## config.mk

```make
export PLATFORM = sky130hd
export DESIGN_NAME = fpu_minmax16
export DESIGN_NICKNAME = d
export VERILOG_FILES = /design/src/rtl/fpu_minmax16.sv
export SDC_FILE = /design/constraint.sdc
export NUM_CORES = 1
export LEC_CHECK = 0
export BUFFER_PORTS_ARGS = -buffer_cell sky130_fd_sc_hd__buf_2
export CAP_MARGIN = 40
export CELL_PAD_IN_SITES_DETAIL_PLACEMENT = 0
export CELL_PAD_IN_SITES_GLOBAL_PLACEMENT = 2
export CORE_AREA = 2 2 124 126
export DETAILED_ROUTE_END_ITERATION = 12
export DIE_AREA = 0 0 126 128
export HOLD_SLACK_MARGIN = 0.05
export PLACE_DENSITY_LB_ADDON = 0.1
export SETUP_SLACK_MARGIN = 0.5
export SYNTH_ARGS = -nofsm -noshare
export SYNTH_HDL_FRONTEND = slang
export SYNTH_SLANG_ARGS = --single-unit
```

## constraint.sdc

```tcl
create_clock -name clock -period 10.4 [get_ports clock]
set_clock_uncertainty 0.15 [all_clocks]
set_input_delay 2.08 -clock clock [delete_from_list [all_inputs] [get_ports clock]]
set_output_delay 2.08 -clock clock [all_outputs]
set_load 0.1 [all_outputs]
```

## src/rtl/fpu_minmax16.sv

```systemverilog
// Streaming fp16 min/max reducer: folds a packet of fp16 samples into a registered
// running minimum/maximum, sample count and NaN/number flags over valid/ready.
module fpu_minmax16 #(
    parameter int unsigned COUNT_W = 16
) (
    input  logic               clock,
    input  logic               reset,
    input  logic               in_valid,
    output logic               in_ready,
    input  logic [15:0]        in_data,
    input  logic               in_last,
    output logic               out_valid,
    input  logic               out_ready,
    output logic [15:0]        out_min,
    output logic [15:0]        out_max,
    output logic [COUNT_W-1:0] out_count,
    output logic               out_nan_seen,
    output logic               out_has_num
);

    localparam int unsigned DW = 16;

    typedef enum logic [2:0] {
        FIRST  = 3'd0,
        WAIT   = 3'd1,
        CMPMIN = 3'd2,
        CMPMAX = 3'd3,
        DONE   = 3'd4
    } state_t;

    state_t               state, state_d;
    logic [DW-1:0]        smp, smp_d;
    logic                 lst, lst_d;
    logic [DW-1:0]        min_d, max_d;
    logic [COUNT_W-1:0]   cnt_d, cnt_inc;
    logic                 nan_d, has_d;
    logic                 in_ready_d, out_valid_d;
    logic                 accept;

    logic [DW-1:0]        fpu_in1, fpu_in2;
    logic                 cmp_lt, cmp_eq, cmp_gt;
    logic                 ordered, both_zero;
    logic [DW-1:0]        key1, key2;

    function automatic logic is_nan(input logic [DW-1:0] x);
        return (x[14:10] == 5'h1F) && (x[9:0] != 10'h000);
    endfunction

    // Sign-magnitude to monotonic unsigned key so ordering is a plain compare
    function automatic logic [DW-1:0] order_key(input logic [DW-1:0] x);
        return x[15] ? ~x : {1'b1, x[14:0]};
    endfunction

    // Comparator operands stay idle outside the two compare states
    always_comb begin
        fpu_in1 = '0;
        fpu_in2 = '0;
        if (state == CMPMIN) begin
            fpu_in1 = smp;
            fpu_in2 = out_min;
        end else if (state == CMPMAX) begin
            fpu_in1 = smp;
            fpu_in2 = out_max;
        end
    end

    // Shared fp16 comparator: NaN is unordered, signed zeros are equal
    always_comb begin
        ordered   = !is_nan(fpu_in1) && !is_nan(fpu_in2);
        both_zero = (fpu_in1[14:0] == 15'h0000) && (fpu_in2[14:0] == 15'h0000);
        key1      = order_key(fpu_in1);
        key2      = order_key(fpu_in2);
        cmp_eq    = ordered && (both_zero || (fpu_in1 == fpu_in2));
        cmp_lt    = ordered && !cmp_eq && (key1 < key2);
        cmp_gt    = ordered && !cmp_eq && !cmp_lt;
    end

    assign accept  = in_valid && in_ready;
    assign cnt_inc = (out_count == {COUNT_W{1'b1}}) ? out_count : out_count + COUNT_W'(1);

    // Next-state and accumulator update
    always_comb begin
        state_d = state;
        smp_d   = smp;
        lst_d   = lst;
        min_d   = out_min;
        max_d   = out_max;
        cnt_d   = out_count;
        nan_d   = out_nan_seen;
        has_d   = out_has_num;

        case (state)
            FIRST: begin
                if (accept) begin
                    cnt_d = COUNT_W'(1);
                    if (is_nan(in_data)) begin
                        nan_d = 1'b1;
                        has_d = 1'b0;
                        min_d = '0;
                        max_d = '0;
                    end else begin
                        min_d = in_data;
                        max_d = in_data;
                        has_d = 1'b1;
                    end
                    state_d = in_last ? DONE : WAIT;
                end
            end
            WAIT: begin
                if (accept) begin
                    smp_d = in_data;
                    lst_d = in_last;
                    cnt_d = cnt_inc;
                    if (is_nan(in_data)) begin
                        nan_d   = 1'b1;
                        state_d = in_last ? DONE : WAIT;
                    end else if (!out_has_num) begin
                        min_d   = in_data;
                        max_d   = in_data;
                        has_d   = 1'b1;
                        state_d = in_last ? DONE : WAIT;
                    end else begin
                        state_d = CMPMIN;
                    end
                end
            end
            CMPMIN: begin
                if (cmp_lt) begin
                    min_d = smp;
                end
                state_d = CMPMAX;
            end
            CMPMAX: begin
                if (cmp_gt) begin
                    max_d = smp;
                end
                state_d = lst ? DONE : WAIT;
            end
            DONE: begin
                if (out_ready) begin
                    smp_d   = '0;
                    lst_d   = 1'b0;
                    min_d   = '0;
                    max_d   = '0;
                    cnt_d   = '0;
                    nan_d   = 1'b0;
                    has_d   = 1'b0;
                    state_d = FIRST;
                end
            end
            default: begin
                state_d = FIRST;
            end
        endcase

        in_ready_d  = (state_d == FIRST) || (state_d == WAIT);
        out_valid_d = (state_d == DONE);
    end

    always_ff @(posedge clock or posedge reset) begin
        if (reset) begin
            state        <= FIRST;
            smp          <= '0;
            lst          <= 1'b0;
            in_ready     <= 1'b1;
            out_valid    <= 1'b0;
            out_min      <= '0;
            out_max      <= '0;
            out_count    <= '0;
            out_nan_seen <= 1'b0;
            out_has_num  <= 1'b0;
        end else begin
            state        <= state_d;
            smp          <= smp_d;
            lst          <= lst_d;
            in_ready     <= in_ready_d;
            out_valid    <= out_valid_d;
            out_min      <= min_d;
            out_max      <= max_d;
            out_count    <= cnt_d;
            out_nan_seen <= nan_d;
            out_has_num  <= has_d;
        end
    end

endmodule
```

==> results.md <==
* Count of input and output buffers at 72
* Setup violators final at 0
* Most area-hungry cell type in the Yosys netlist: sky130_fd_sc_hd__dfrtp_1
* Die width at 126 um
* Effective utilization at floorplan at 0.3806
* Logic depth of the worst setup path including buffers at 11
* Final hold vios at 0
* Max FO, Critical Path at 31
* Clock net sink count at 72
* Total Wirelength at 18,320 um
* Total inserted antenna cells at 0
* Max stage delay on crit path at 870 ps
* Instance count along the most critical hold path at 2
* Commonest cells post-synth: 71 x sky130_fd_sc_hd__dfrtp_1, 70 x sky130_fd_sc_hd__nand2_1, 53 x sky130_fd_sc_hd__nor2_1
* Endpoint arrival time on the critical path at 5520 ps
* Drt drc at 0
* CP endpoint kind: flop
* Library cell contributing the largest single delay on the critical path: sky130_fd_sc_hd__a41o_1
* Synthesized Nets at 690
* Number of resized instances in the post-cts repair step at 0
* Number of unique standard cell types used by synthesis at 57
* CTS tree: built
* Post-Synthesis Cell Area at 0.005657 mm2
* Combined buffer and inverter count along the critical path at 1
* Share of final-layout standard cells stronger than drive strength 1 at 0.1813
* Total Die Area at 0.01613 mm2
* Max-slew headroom at 0.4150
* Routability-driven placement congestion ratio at 0.8205
* Net count, final at 727
* Fin Hold WS at 378.0 ps
* Share of the clock period used by the worst path at 0.5238
* Number of buffers between clock root and the deepest sink at 2
* Max-cap violation count at 0
* Most repeated cell in the gate-level netlist after synthesis: sky130_fd_sc_hd__dfrtp_1
* Antenna violations before repair at 0
* Synth warn at 0
* Detailed placement HPWL at 13,270 um
* Type of element launching the critical path: flop
* Number of cells traversed by the worst register-to-register path at 11
* Final number of max-transition violations at 0
* Clk_lat worst skew at 340 ps
* IO Pins at 73
* Maximum number of pins on one net before global-route repair at 58
* Clock transition at the registers of the reported paths at 60 ps
* Clock root buffer master: sky130_fd_sc_hd__clkbuf_16
* Critical path's top delay family: compound AO/OA/AOI/OAI gates
* CTS hold repair buffers at 0
* Yosys top cell area share at 0.3141
* Detailed-route vias per instance at 5.937
* Cell chain of the critical path: nand2b_1 > buf_4 > nor2_1 > xnor2_1 > ha_1 > a21oi_1 > o21ai_0 > o41ai_1 > and2_1 > a41o_1 > mux2_2
* Unrepaired setup endpoints after global routing: false
* Worst path setup slack after routing at 4952 ps
* Number of instances in the synthesized netlist at 653
* Number of H-tree branching levels at 3
* Register bit total from synthesis at 72
* Hold/Removal Path Class: flop to flop
* Mean cell area of the mapped netlist at 8.663 um2
* Transition at the pin with the smallest max-transition slack at 877.4 ps
* Data required time of the critical path at 10,470 ps
* Row count at 45
* TritonCTS buffer count at 9
* Post-CTS Setup Inserts at 0
* Cell types occupying the most area after synthesis: sky130_fd_sc_hd__dfrtp_1 31%, sky130_fd_sc_hd__xnor2_1 5.4%, sky130_fd_sc_hd__a22o_1 5.3%
* Iteration count of the initial detailed-routing pass at 5
* Highest clock frequency the design can meet at 0.1836 GHz
* Share of synthesized registers carrying an async set or reset at 1.000
* Sum of overflow across all layers after global routing at 0
* Global-route wire length before repair at 29,150 um
* Run status: completed
* Post-synth EDFFs at 0
* Sequential cell area fraction in the yosys report at 0.3187
* WS Path Type: flop to flop
* Count of antenna-violating nets left after detailed routing at 0
* Total global-route track usage at 0.2295
* TNS Setup at 0 ps
* Drt initial violations at 379
* Fin crit period at 5448 ps
* DIE HEIGHT at 128 um
* Via count of the first global-routing pass at 5,045
* Count of fill cells added during filler insertion at 1,503
* Place WS at 5004 ps
* Wire per inst at 20.75 um
* Area overhead of the layout relative to synthesis at 13.78%
* Predominant post-synthesis flop cell: sky130_fd_sc_hd__dfrtp_1
* Core ar. at 0.01486 mm2
* Vias after detailed routing at 5,242
routing by layer:
layer  global-route usage  up-vias  part of all wire
li1                     -     2501                 -
met5                    0        -                 0
met3              0.04174       29             0.057
met2               0.3292      157              0.43
met4              0.07111        0             0.019
met1               0.3483     2555              0.50
tightest hold or removal path: cells and delay by family, from the launching register on:
kind,cells,cell delay (ps)
DFF,1,380
AOI/OAI and AO/OA,1,60
and+or+nand+nor,1,50
cell usage in the layout (no fill, tap or decap), types with 20 or more instances in the layout:
cell type,synthesis,final
sky130_fd_sc_hd__nor2_1,53,53
sky130_fd_sc_hd__nand3_1,31,31
sky130_fd_sc_hd__xor2_1,24,24
sky130_fd_sc_hd__a22o_1,34,34
sky130_fd_sc_hd__o21ai_0,35,35
sky130_fd_sc_hd__nand2_1,70,70
sky130_fd_sc_hd__and2_1,20,20
sky130_fd_sc_hd__dfrtp_1,71,70
sky130_fd_sc_hd__a21oi_1,21,21
sky130_fd_sc_hd__xnor2_1,35,35
sky130_fd_sc_hd__buf_2,7,72
cell families (layout without fill, tap and decap cells):
family / count (synthesis) / in the layout / synth area share
and+or+nand+nor: 233 / 233 / 0.2053
AOI/OAI and AO/OA: 173 / 173 / 0.2252
DFF: 72 / 72 / 0.3187
buffers and inverters: 66 / 108 / 0.05375
xor gates and xnor gates: 59 / 59 / 0.09135
muxes: 32 / 32 / 0.06680
adders and majority gates: 18 / 18 / 0.03893
area by class of cell:
| type | instances | area (um2) | share of cell area |
|---|---|---|---|
| clock buffer | 10 | 229.0 | 0.03558 |
| sequential | 72 | 1804 | 0.2803 |
| tap | 188 | 235.2 | 0.03655 |
| timing repair buffer | 87 | 496.7 | 0.07718 |
| inverter | 5 | 18.77 | 0.002916 |
| clock inverter | 6 | 85.08 | 0.01322 |
| multi-input combinational | 515 | 3567 | 0.5542 |
sequential cells by signal, indices dropped and copies added, names as in the netlist:
register / count
state: 3
out_valid: 1
out_max: 16
out_min: 16
smp: 16
in_ready: 1
out_nan_seen: 1
lst: 1
out_count: 16
out_has_num: 1
metrics by stage:
| step | util | area (um2) | instances |
|---|---|---|---|
| detailed placement | 0.4119 | 6122 | 867 |
| CTS | 0.4330 | 6436 | 883 |
| global route | 0.4330 | 6436 | 883 |
| floorplan | - | 5657 | 653 |
| finish | 0.4330 | 6436 | 883 |
| global placement | 0.4082 | 6068 | 863 |
worst paths after layout:
path                                   start           end  slack, ps
worst max-delay path                state[2]    out_min[3]       4950
worst min-delay path            out_count[1]  out_count[1]        380
worst max register to register      state[2]    out_min[3]       4950
worst min register to register  out_count[1]  out_count[1]        380
max in group asynchronous              reset      in_ready       7880
min in group asynchronous              reset    out_max[1]       1600
Power is not shown: default switching activity piles up to over one toggle a cycle in this logic, so the estimate is an artifact.
